$ cat config.mk
export PLATFORM = sky130hd
export DESIGN_NAME = spi_frame_responder_flat
export DESIGN_NICKNAME = d
export VERILOG_FILES = /design/src/rtl/spi_frame_responder_pkg.sv /design/src/rtl/spi_frame_responder_if.sv /design/src/rtl/spi_frame_responder_sync_edge.sv /design/src/rtl/spi_frame_responder.sv /design/src/flat_wrapper.sv
export SDC_FILE = /design/constraint.sdc
export NUM_CORES = 1
export LEC_CHECK = 0
export ABC_CLOCK_PERIOD_IN_PS = 2000
export BUFFER_PORTS_ARGS = -buffer_cell sky130_fd_sc_hd__buf_2
export CORE_UTILIZATION = 56
export DETAILED_ROUTE_END_ITERATION = 12
export GPL_TIMING_DRIVEN = 0
export PLACE_DENSITY = 0.79
export SYNTH_ARGS = -nofsm -noshare
export SYNTH_HDL_FRONTEND = slang
export SYNTH_SLANG_ARGS = --single-unit
$ cat constraint.sdc
create_clock -name clk -period 2 [get_ports clk]
set_input_delay 0 -clock clk [delete_from_list [all_inputs] [get_ports clk]]
set_output_delay 0 -clock clk [all_outputs]
set_load 0.03 [all_outputs]
$ cat src/rtl/spi_frame_responder_pkg.sv
// Shared types and frame geometry for the SPI frame responder.
// Frame layout is {rw, addr, data}, transmitted MSB first.
package spi_frame_pkg;

    localparam int ADDR_WIDTH_DEF = 7;
    localparam int DATA_WIDTH_DEF = 8;
    localparam int FRAME_WIDTH    = 1 + ADDR_WIDTH_DEF + DATA_WIDTH_DEF;
    localparam logic RW_READ      = 1'b1;

    typedef enum logic [2:0] {
        ST_IDLE,
        ST_CMD,
        ST_RD_FETCH,
        ST_DATA,
        ST_DONE
    } state_t;

    function automatic int frame_width(input int addr_w, input int data_w);
        return 1 + addr_w + data_w;
    endfunction

endpackage

$ cat src/rtl/spi_frame_responder_if.sv
// Single-cycle register bus between the frame responder (master) and a register file (slave).
// rd_data is sampled by the master exactly one clock after rd_en.
interface spi_frame_responder_if #(
    parameter int ADDR_WIDTH = 7,
    parameter int DATA_WIDTH = 8
);
    logic                  wr_en;
    logic [ADDR_WIDTH-1:0] wr_addr;
    logic [DATA_WIDTH-1:0] wr_data;
    logic                  rd_en;
    logic [ADDR_WIDTH-1:0] rd_addr;
    logic [DATA_WIDTH-1:0] rd_data;

    modport master (
        output wr_en, wr_addr, wr_data, rd_en, rd_addr,
        input  rd_data
    );

    modport slave (
        input  wr_en, wr_addr, wr_data, rd_en, rd_addr,
        output rd_data
    );
endinterface

$ cat src/rtl/spi_frame_responder_sync_edge.sv
// Synchroniser chain for one asynchronous pad plus rise/fall pulses taken from the last two stages.
// sync_q[0] is the newest sample, sync_q[SYNC_STAGES-1] the oldest.
module spi_sync_edge #(
    parameter int SYNC_STAGES = 2,
    parameter bit RESET_VAL   = 1'b0
) (
    input  logic clk,
    input  logic rst_n,
    input  logic d_i,
    output logic level_o,
    output logic rise_o,
    output logic fall_o
);

    logic [SYNC_STAGES-1:0] sync_q;

    always_ff @(posedge clk or negedge rst_n) begin
        if (!rst_n) begin
            sync_q <= {SYNC_STAGES{RESET_VAL}};
        end else begin
            sync_q <= {sync_q[SYNC_STAGES-2:0], d_i};
        end
    end

    assign level_o = sync_q[SYNC_STAGES-1];
    assign rise_o  =  sync_q[SYNC_STAGES-2] & ~sync_q[SYNC_STAGES-1];
    assign fall_o  = ~sync_q[SYNC_STAGES-2] &  sync_q[SYNC_STAGES-1];

endmodule

$ cat src/rtl/spi_frame_responder.sv
// SPI mode-0 slave frame engine: decodes {rw,addr,data} frames from oversampled pads and
// issues single-cycle register-bus writes/reads, returning read data on sdo_o MSB first.
module spi_frame_responder
    import spi_frame_pkg::*;
#(
    parameter int ADDR_WIDTH  = ADDR_WIDTH_DEF,
    parameter int DATA_WIDTH  = DATA_WIDTH_DEF,
    parameter int SYNC_STAGES = 2
) (
    input  logic clk,
    input  logic rst_n,
    input  logic sck_i,
    input  logic sdi_i,
    input  logic cs_ni,
    output logic sdo_o,
    output logic sdo_oe,
    output logic frame_err,
    spi_frame_responder_if.master bus
);

    localparam int FW       = frame_width(ADDR_WIDTH, DATA_WIDTH);
    localparam int CMD_BITS = 1 + ADDR_WIDTH;
    localparam int CNT_W    = $clog2(FW);
    localparam int N_PADS   = 3;
    localparam int IDX_CS   = 0;
    localparam int IDX_SCK  = 1;
    localparam int IDX_SDI  = 2;
    // cs idles high; reset its synchroniser there so reset never looks like a frame start
    localparam logic [N_PADS-1:0] PAD_IDLE = 3'b001;

    logic [N_PADS-1:0] pad_w, lvl_w, rise_w, fall_w;
    assign pad_w = {sdi_i, sck_i, cs_ni};

    generate
        for (genvar gi = 0; gi < N_PADS; gi++) begin : g_sync
            spi_sync_edge #(
                .SYNC_STAGES (SYNC_STAGES),
                .RESET_VAL   (PAD_IDLE[gi])
            ) u_sync (
                .clk     (clk),
                .rst_n   (rst_n),
                .d_i     (pad_w[gi]),
                .level_o (lvl_w[gi]),
                .rise_o  (rise_w[gi]),
                .fall_o  (fall_w[gi])
            );
        end
    endgenerate

    logic cs_rise, cs_fall, sck_rise, sck_fall, sdi_bit, frame_active;
    assign cs_rise  = rise_w[IDX_CS];
    assign cs_fall  = fall_w[IDX_CS];
    assign sck_rise = rise_w[IDX_SCK];
    assign sck_fall = fall_w[IDX_SCK];
    assign sdi_bit  = lvl_w[IDX_SDI];

    logic unused_sync;
    assign unused_sync = &{1'b0, lvl_w[IDX_SCK], rise_w[IDX_SDI], fall_w[IDX_SDI]};

    state_t                state_q, state_d;
    logic [CNT_W-1:0]      cnt_q, cnt_d;
    logic [FW-2:0]         rx_q, rx_d;
    logic [FW-1:0]         frame_next;
    logic [DATA_WIDTH-1:0] tx_q, tx_d;
    logic                  sdo_q, sdo_d;
    logic                  fetch_q, fetch_d;
    logic                  wr_en_q, wr_en_d;
    logic [ADDR_WIDTH-1:0] wr_addr_q, wr_addr_d, rd_addr_q, rd_addr_d;
    logic [DATA_WIDTH-1:0] wr_data_q, wr_data_d;
    logic                  frame_err_q, frame_err_d;

    assign frame_next   = {rx_q, sdi_bit};
    assign frame_active = (state_q == ST_CMD) || (state_q == ST_RD_FETCH) || (state_q == ST_DATA);

    always_ff @(posedge clk or negedge rst_n) begin
        if (!rst_n) begin
            state_q <= ST_IDLE;
        end else begin
            state_q <= state_d;
        end
    end

    always_comb begin
        state_d = state_q;
        case (state_q)
            ST_IDLE: if (cs_fall) state_d = ST_CMD;
            ST_CMD: begin
                if (cs_rise) begin
                    state_d = ST_IDLE;
                end else if (sck_rise && cnt_q == CNT_W'(CMD_BITS - 1)) begin
                    state_d = (rx_q[CMD_BITS-2] == RW_READ) ? ST_RD_FETCH : ST_DATA;
                end
            end
            ST_RD_FETCH: begin
                if (cs_rise)      state_d = ST_IDLE;
                else if (fetch_q) state_d = ST_DATA;
            end
            ST_DATA: begin
                if (cs_rise)                                    state_d = ST_IDLE;
                else if (sck_rise && cnt_q == CNT_W'(FW - 1))   state_d = ST_DONE;
            end
            ST_DONE: if (cs_rise) state_d = ST_IDLE;
            default: state_d = ST_IDLE;
        endcase
    end

    // Datapath next-state: shift registers, counter and bus strobes
    always_comb begin
        cnt_d       = cnt_q;
        rx_d        = rx_q;
        tx_d        = tx_q;
        sdo_d       = sdo_q;
        fetch_d     = 1'b0;
        wr_en_d     = 1'b0;
        wr_addr_d   = wr_addr_q;
        wr_data_d   = wr_data_q;
        rd_addr_d   = rd_addr_q;
        frame_err_d = 1'b0;
        case (state_q)
            ST_IDLE: begin
                sdo_d = 1'b0;
                if (cs_fall) begin
                    cnt_d = '0;
                    rx_d  = '0;
                    tx_d  = '0;
                end
            end
            ST_CMD: begin
                if (sck_rise) begin
                    rx_d  = frame_next[FW-2:0];
                    cnt_d = cnt_q + 1'b1;
                    if (cnt_q == CNT_W'(CMD_BITS - 1)) rd_addr_d = frame_next[ADDR_WIDTH-1:0];
                end
            end
            ST_RD_FETCH: begin
                fetch_d = ~fetch_q;
                if (fetch_q) tx_d = bus.rd_data;
            end
            ST_DATA: begin
                if (sck_fall) begin
                    sdo_d = tx_q[DATA_WIDTH-1];
                    tx_d  = {tx_q[DATA_WIDTH-2:0], 1'b0};
                end
                if (sck_rise) begin
                    rx_d = frame_next[FW-2:0];
                    // Last bit: hold the counter so it never wraps
                    if (cnt_q == CNT_W'(FW - 1)) begin
                        if (frame_next[FW-1] != RW_READ) begin
                            wr_en_d   = 1'b1;
                            wr_addr_d = frame_next[FW-2 -: ADDR_WIDTH];
                            wr_data_d = frame_next[DATA_WIDTH-1:0];
                        end
                    end else begin
                        cnt_d = cnt_q + 1'b1;
                    end
                end
            end
            default: ;
        endcase
        if (cs_rise) begin
            sdo_d   = 1'b0;
            fetch_d = 1'b0;
            wr_en_d = 1'b0;
            if (frame_active) frame_err_d = 1'b1;
        end
    end

    always_ff @(posedge clk or negedge rst_n) begin
        if (!rst_n) begin
            cnt_q       <= '0;
            rx_q        <= '0;
            tx_q        <= '0;
            sdo_q       <= 1'b0;
            fetch_q     <= 1'b0;
            wr_en_q     <= 1'b0;
            wr_addr_q   <= '0;
            wr_data_q   <= '0;
            rd_addr_q   <= '0;
            frame_err_q <= 1'b0;
        end else begin
            cnt_q       <= cnt_d;
            rx_q        <= rx_d;
            tx_q        <= tx_d;
            sdo_q       <= sdo_d;
            fetch_q     <= fetch_d;
            wr_en_q     <= wr_en_d;
            wr_addr_q   <= wr_addr_d;
            wr_data_q   <= wr_data_d;
            rd_addr_q   <= rd_addr_d;
            frame_err_q <= frame_err_d;
        end
    end

    always_comb begin
        bus.rd_en   = (state_q == ST_RD_FETCH) && !fetch_q;
        bus.rd_addr = rd_addr_q;
        bus.wr_en   = wr_en_q;
        bus.wr_addr = wr_addr_q;
        bus.wr_data = wr_data_q;
        sdo_o       = sdo_q;
        sdo_oe      = ~lvl_w[IDX_CS];
        frame_err   = frame_err_q;
    end

endmodule

$ cat src/flat_wrapper.sv
// flat-port wrapper written by rule: the top's interface ports become plain ports
module spi_frame_responder_flat import spi_frame_pkg::*;
#(
    parameter int ADDR_WIDTH  = ADDR_WIDTH_DEF,
    parameter int DATA_WIDTH  = DATA_WIDTH_DEF,
    parameter int SYNC_STAGES = 2
)
  (clk, rst_n, sck_i, sdi_i, cs_ni, sdo_o, sdo_oe, frame_err, bus_wr_en, bus_wr_addr, bus_wr_data, bus_rd_en, bus_rd_addr, bus_rd_data);
  spi_frame_responder_if #(.ADDR_WIDTH(ADDR_WIDTH), .DATA_WIDTH(DATA_WIDTH)) bus_i ();
  input  logic clk;
  input  logic rst_n;
  input  logic sck_i;
  input  logic sdi_i;
  input  logic cs_ni;
  output logic sdo_o;
  output logic sdo_oe;
  output logic frame_err;
  output wire logic [$bits(bus_i.wr_en)-1:0] bus_wr_en;
  output wire logic [$bits(bus_i.wr_addr)-1:0] bus_wr_addr;
  output wire logic [$bits(bus_i.wr_data)-1:0] bus_wr_data;
  output wire logic [$bits(bus_i.rd_en)-1:0] bus_rd_en;
  output wire logic [$bits(bus_i.rd_addr)-1:0] bus_rd_addr;
  input wire logic [$bits(bus_i.rd_data)-1:0] bus_rd_data;
  assign bus_wr_en = bus_i.wr_en;
  assign bus_wr_addr = bus_i.wr_addr;
  assign bus_wr_data = bus_i.wr_data;
  assign bus_rd_en = bus_i.rd_en;
  assign bus_rd_addr = bus_i.rd_addr;
  assign bus_i.rd_data = bus_rd_data;
  spi_frame_responder #(.ADDR_WIDTH(ADDR_WIDTH), .DATA_WIDTH(DATA_WIDTH), .SYNC_STAGES(SYNC_STAGES)) u_core (.clk(clk), .rst_n(rst_n), .sck_i(sck_i), .sdi_i(sdi_i), .cs_ni(cs_ni), .sdo_o(sdo_o), .sdo_oe(sdo_oe), .frame_err(frame_err), .bus(bus_i));
endmodule
### Word-level counts from Yosys, hierarchy flattened

Cells that the tools add are included.

| cells by class | value |
|---|---|
| add/subtract/negate cells | 1 |
| eq/ne operators | 18 |
| mux-type cells | 34 |
| bitwise operators | 10 |
| reductions and logical operators | 19 |

Operators by type and width:

| cell | count |
|---|---|
| $mux 15 | 2 |
| $pmux 15 s2 | 1 |
| $mux 3 | 8 |
| $mux 8 | 3 |
| $pmux 8 s3 | 1 |
| $mux 4 | 4 |
| $pmux 3 s5 | 1 |
| $mux 1 | 12 |
| $ne 2x1->1 const B | 6 |
| $pmux 4 s3 | 1 |
| $reduce_and 5->1 | 2 |
| $ne 3x2->1 const B | 3 |
| $reduce_bool 3->1 | 3 |
| $reduce_and 4->1 | 2 |
| $eq 3x2->1 const B | 2 |
| $not 1->1 | 6 |
| $reduce_and 3->1 | 2 |
| $add 4x1->4 const B | 1 |
| $and 1x1->1 | 4 |
| $eq 4x3->1 const B | 1 |
| $eq 4x4->1 const B | 1 |
| $ne 2x2->1 const B | 2 |
| $eq 3x1->1 const B | 1 |
| $eq 3x3->1 const B | 1 |
| 9 further kinds | 12 |

| word-level totals | value |
|---|---|
| flip-flop bits (word level) | 62 |
| input port bits | 13 |
| output and inout bits | 27 |
| logic and storage cells | 96 |

### Depth between registers and ports, before layout

| depth | value |
|---|---|
| depth in word-level cells | 6 |
| gate-level depth with buffers | 6 |
| gate-level depth less buffers | 5 |

### By module

Synthesis repeated with hierarchy kept, for this count alone.

| second synthesis, totals | value |
|---|---|
| cells, all modules | 226 |
| area total of the unflattened synthesis | 2,693.8 um^2 |

Modules (own cells, without submodules):

| module | times used | cells each | area each (um^2) | sequential area each (um^2) |
|---|---|---|---|---|
| spi_frame_responder | 1 | 214 | 2,496.1 | 1,401.3 |
| spi_sync_edge at u_core.g_sync[1].u_sync ... | 2 | 4 | 65.1 | 50.0 |
| spi_sync_edge at u_core.g_sync[0].u_sync | 1 | 4 | 67.6 | 52.6 |

### Worst setup path after synthesis

Ideal clock, no wire load.

| timing | value |
|---|---|
| kind | flip-flop to flip-flop |
| start | register u_core.state_q[2] |
| end | register u_core.wr_addr_q[6] (netlist: u_core.bus.wr_addr[6]) |
| library setup time | 0.125 ns |
| arrival | 1.651 ns |
| required time | 1.875 ns |
| setup slack | 0.224 ns |
| cell stages (with the launch flop) | 6 |
| path buffers | 2 |
| clock period less this slack | 1.776 ns |
| cells stage by stage | dfrtp_1 > buf_2 > nand2b_2 > nor4_4 > buf_6 > mux2_2 |

| on the way | value |
|---|---|
| word-level cells in the longest chain between the ends | 2 |

RTL lines:

| element | RTL line | RTL |
|---|---|---|
| start, declared | spi_frame_responder.sv:60 | `state_t state_q, state_d;` |
| start signal, assigned | spi_frame_responder.sv:79 | `state_q <= state_d;` |
| $eq 3x2->1 | spi_frame_responder.sv:119 | `case (state_q)` |
| $reduce_and 4->1 (no line) | - |  |
| end signal, assigned | spi_frame_responder.sv:187 | `wr_addr_q <= wr_addr_d;` |
| end, declared | spi_frame_responder.sv:68 | `logic [ADDR_WIDTH-1:0] wr_addr_q, wr_addr_d, rd_addr_q, rd_addr_d;` |

No other way between the ends.
A chain may end at the register's enable or synchronous reset.

### Worst setup path in the final report

| timing | value |
|---|---|
| start | register u_core.cnt_q[0] |
| end | register u_core.rd_addr_q[6] (netlist: u_core.bus.rd_addr[6]) |

| on the way | value |
|---|---|
| word-level cells in the longest chain between the ends | 2 |

RTL lines:

| element | RTL line | RTL |
|---|---|---|
| start, declared | spi_frame_responder.sv:61 | `logic [CNT_W-1:0] cnt_q, cnt_d;` |
| start signal, assigned | spi_frame_responder.sv:181 | `cnt_q <= cnt_d;` |
| $eq 4x3->1 | spi_frame_responder.sv:132 | `if (cnt_q == CNT_W'(CMD_BITS - 1)) rd_addr_d = frame_next[ADDR_WIDTH-1:0];` |
| $reduce_and 3->1 (no line) | - |  |
| end signal, assigned | spi_frame_responder.sv:189 | `rd_addr_q <= rd_addr_d;` |
| end, declared | spi_frame_responder.sv:68 |  |

No other way between the ends.

==> flow_metrics.tcl <==
set metrics [dict create \
    fillCellCount 311 \
    seq_area_frac_synth_pct 57.90 \
    routed_wl_um 5418 \
    die_h_um 71.23 \
    drv_cap 0 \
    ff2ff_path_depth 5 \
    postSynthCellCount 229 \
    arrival_ns 2.10 \
    grt_max_degree 63 \
    root_buffer "clkbuf_8" \
    clock_latency_ns 0.34 \
    leakage_nw 1.652 \
    wl_per_cell_um 15.48 \
    drc 4 \
    die_w_um 71.23 \
    worstReg2RegEnd "u_core.bus.rd_addr[6]" \
    dieArea_mm2 0.005074 \
    r2r_slack_ns 0.12 \
    syn_area_mm2 0.002684 \
    synth.distinct_cells 47 \
    power_density_mw_per_mm2 906.0 \
    ys_async_sr_fraction_pct 100.0 \
    grt.total_usage_pct 23.89 \
    overflow 0 \
    yosys.area_share.xor_xnor_pct 0.6527 \
    hp-class "in -> async" \
    cts_tree "yes" \
    dr.pass1.iters 9 \
    area_delta_synth_final_pct 24.29 \
    gp_congestion 0.8450 \
    io_buffers 39 \
    core_mm2 0.004474 \
    layout_common_cells "dfrtp_1, nand2_1, buf_2" \
    ant_nets 0 \
    synth_flop_cell "dfrtp_1" \
    initial_core_util_pct 59.98 \
    final_common_cell "dfrtp_1" \
    synth-edff-count 0 \
    setup_viol 0 \
    clk_pin_slew_ns 0.07 \
    cpMaxStageDelayCell "or4_4" \
    crit_fanout 7 \
    worstSetupEndpointType "flop" \
    required_ns 2.22 \
    fin_worst_skew_ns 0.009980 \
    finalHoldViolCount 0 \
    drt-vias-per-instance 5.640 \
    synthAdderAreaFrac_pct 0.4662 \
    period_share_pct 93.91 \
    synth_top_family_by_area "simple AND/OR/NAND/NOR gates" \
    finalNetCount 307 \
    grt_pass1_vias 1949 \
    cp-start-kind "flop" \
    max_stage_delay_ns 0.50 \
    num_rows 24 \
    dpl.cell_count 320 \
    fin_crit_ns 1.878 \
    crit_chain "ha_1 -> nand3_4 -> or4_4 -> buf_6 -> mux2_4" \
    drive_above_1_share_pct 32.55 \
    yosys_warnings 0 \
    ys_seq_elements 62 \
    clock-sinks 62 \
    syn-num-nets 243 \
    rsz0062_at_grt "no" \
    slew_violations 0 \
    place_hpwl_um 3307 \
    layout.cell_area.non_filler_mm2 0.003336 \
    synth-simple-area-share_pct 16.18 \
    synth_compound_gate_area_share_pct 8.578 \
    fmax_mhz 532.4 \
    numCtsBuffers 9 \
    status "finished with violations" \
    num_vias 1974 \
    synthMuxAreaShare_pct 13.61 \
    r2r-start "u_core.cnt_q[0]" \
    max_slew_margin_pct 48.86 \
    cts_max_level 3 \
    tightestPinTransition_ns 0.7671 \
    syn_avg_cell_area_um2 11.72 \
    antenna_found_initial 0 \
    hold_slack_ns 0.2858 \
    failed_checks "DRC" \
    instances_no_fill 350 \
    final_util_pct 74.55 \
    drt_iter0_drc 123 \
    pin_count 40 \
    clk_path_buf_depth 2 \
    place_area_mm2 0.002944 \
    path_class "reg -> reg" \
    max-vdd-ir-drop_mv 0.5895 \
    grt_pass1_wl_um 9149 \
    num_antenna_cells 0 \
]
stage by stage:
step                      setup TNS, ns  power [mW]  worst slack, ns
after global placement        -0.009225       1.660        -0.004423
after floorplan                       0       1.569           0.2240
after CTS                             0       3.031           0.1150
after detailed placement        -0.5668       1.670         -0.06794
after global routing                  0       3.139          0.02342
final                                 0       3.022           0.1218
worst max-delay path: cells and delay by family, from the launching register on:
family                   cells  cell delay, ns
AND/OR/NAND/NOR              2            0.62
multiplexers                 1            0.29
buffers and inverters        1            0.16
adder cells (fa/ha/maj)      1            0.29
flip-flops                   1            0.40
power breakdown:
part,internal [mW],switching [mW],total (mW)
clock network,0.831,0.518,1.35
logic,0.121,0.193,0.314
registers,1.30,0.0553,1.36
total,2.26,0.767,3.02
final cells by class:
type | count | area, µm² | share of cell area (%)
flip-flops and latches | 62 | 1554 | 46.59
multi-input cells | 154 | 1067 | 32.00
repair buffers | 53 | 332.8 | 9.977
clock buffers | 9 | 123.9 | 3.713
clock inverters | 7 | 120.1 | 3.601
plain buffers | 11 | 65.06 | 1.950
well taps | 52 | 65.06 | 1.950
inverters | 2 | 7.507 | 0.2251
synthesized netlist by cell type, drive strengths merged, types with 2 or more instances:
| master | number | area share (%) |
|---|---|---|
| nand2 | 44 | 6.2 |
| nor2b | 3 | 0.98 |
| or2 | 3 | 0.70 |
| nand3b | 3 | 0.84 |
| a21oi | 3 | 0.56 |
| clkbuf | 4 | 0.56 |
| a32oi | 2 | 0.65 |
| nor3 | 4 | 0.75 |
| nand2b | 3 | 0.79 |
| or4b | 2 | 0.75 |
| dfstp | 2 | 2.0 |
| mux2 | 23 | 11 |
| nand3 | 4 | 1.2 |
| inv | 2 | 0.28 |
| nor2 | 7 | 0.98 |
| o21ai | 26 | 4.8 |
| dfrtp | 60 | 56 |
| nor4 | 2 | 1.0 |
| buf | 7 | 1.8 |
| mux2i | 8 | 3.0 |
kinds of logic after synthesis:
| logic type | count (synthesis) |
|---|---|
| simple gates | 81 |
| flops | 62 |
| compound gates | 39 |
| mux | 31 |
| buf+inv | 13 |
| xor+xnor | 2 |
| fa+ha+maj | 1 |
worst max path at each step:
stage               slack, ns                     to  depth (start not counted)              start
CTS                      0.12  u_core.bus.rd_addr[5]                          5    u_core.cnt_q[0]
finish                   0.12  u_core.bus.rd_addr[6]                          5    u_core.cnt_q[0]
detailed placement      -0.07  u_core.bus.wr_data[6]                          5  u_core.state_q[2]
global placement       -0.004  u_core.bus.wr_addr[6]                          5  u_core.state_q[2]
floorplan                0.22  u_core.bus.wr_addr[6]                          5  u_core.state_q[2]
global route             0.02  u_core.bus.rd_addr[5]                          5    u_core.cnt_q[1]
routing by layer:
metal | wire (µm) | part of all wire (%) | track usage [%]
met3 | 225 | 4.2 | 4.219
met4 | 112 | 2.1 | 12.44
met5 | 0 | 0 | 0
met1 | 2480 | 46 | 31.83
met2 | 2599 | 48 | 37.88
state kept, by name, indices dropped and copies added (netlist names):
| register | count |
|---|---|
| u_core.g_sync.u_sync.sync_q | 6 |
| u_core.rx_q | 15 |
| u_core.bus.wr_en | 1 |
| u_core.tx_q | 8 |
| u_core.bus.wr_data | 8 |
| u_core.bus.wr_addr | 7 |
| u_core.frame_err | 1 |
| u_core.bus.rd_addr | 7 |
| u_core.state_q | 3 |
| u_core.cnt_q | 4 |
| u_core.fetch_q | 1 |
| u_core.sdo_o | 1 |
repair_timing:
item | in CTS | in global routing
setup buffers | 2 | 0
pin swaps | 1 | 0
hold buffers | 11 | 1
setup endpoints to repair | 10 | 8
resized for setup | 0 | 5
endpoints found under the hold margin | 11 | 60
(Power assumes the default switching activity.)
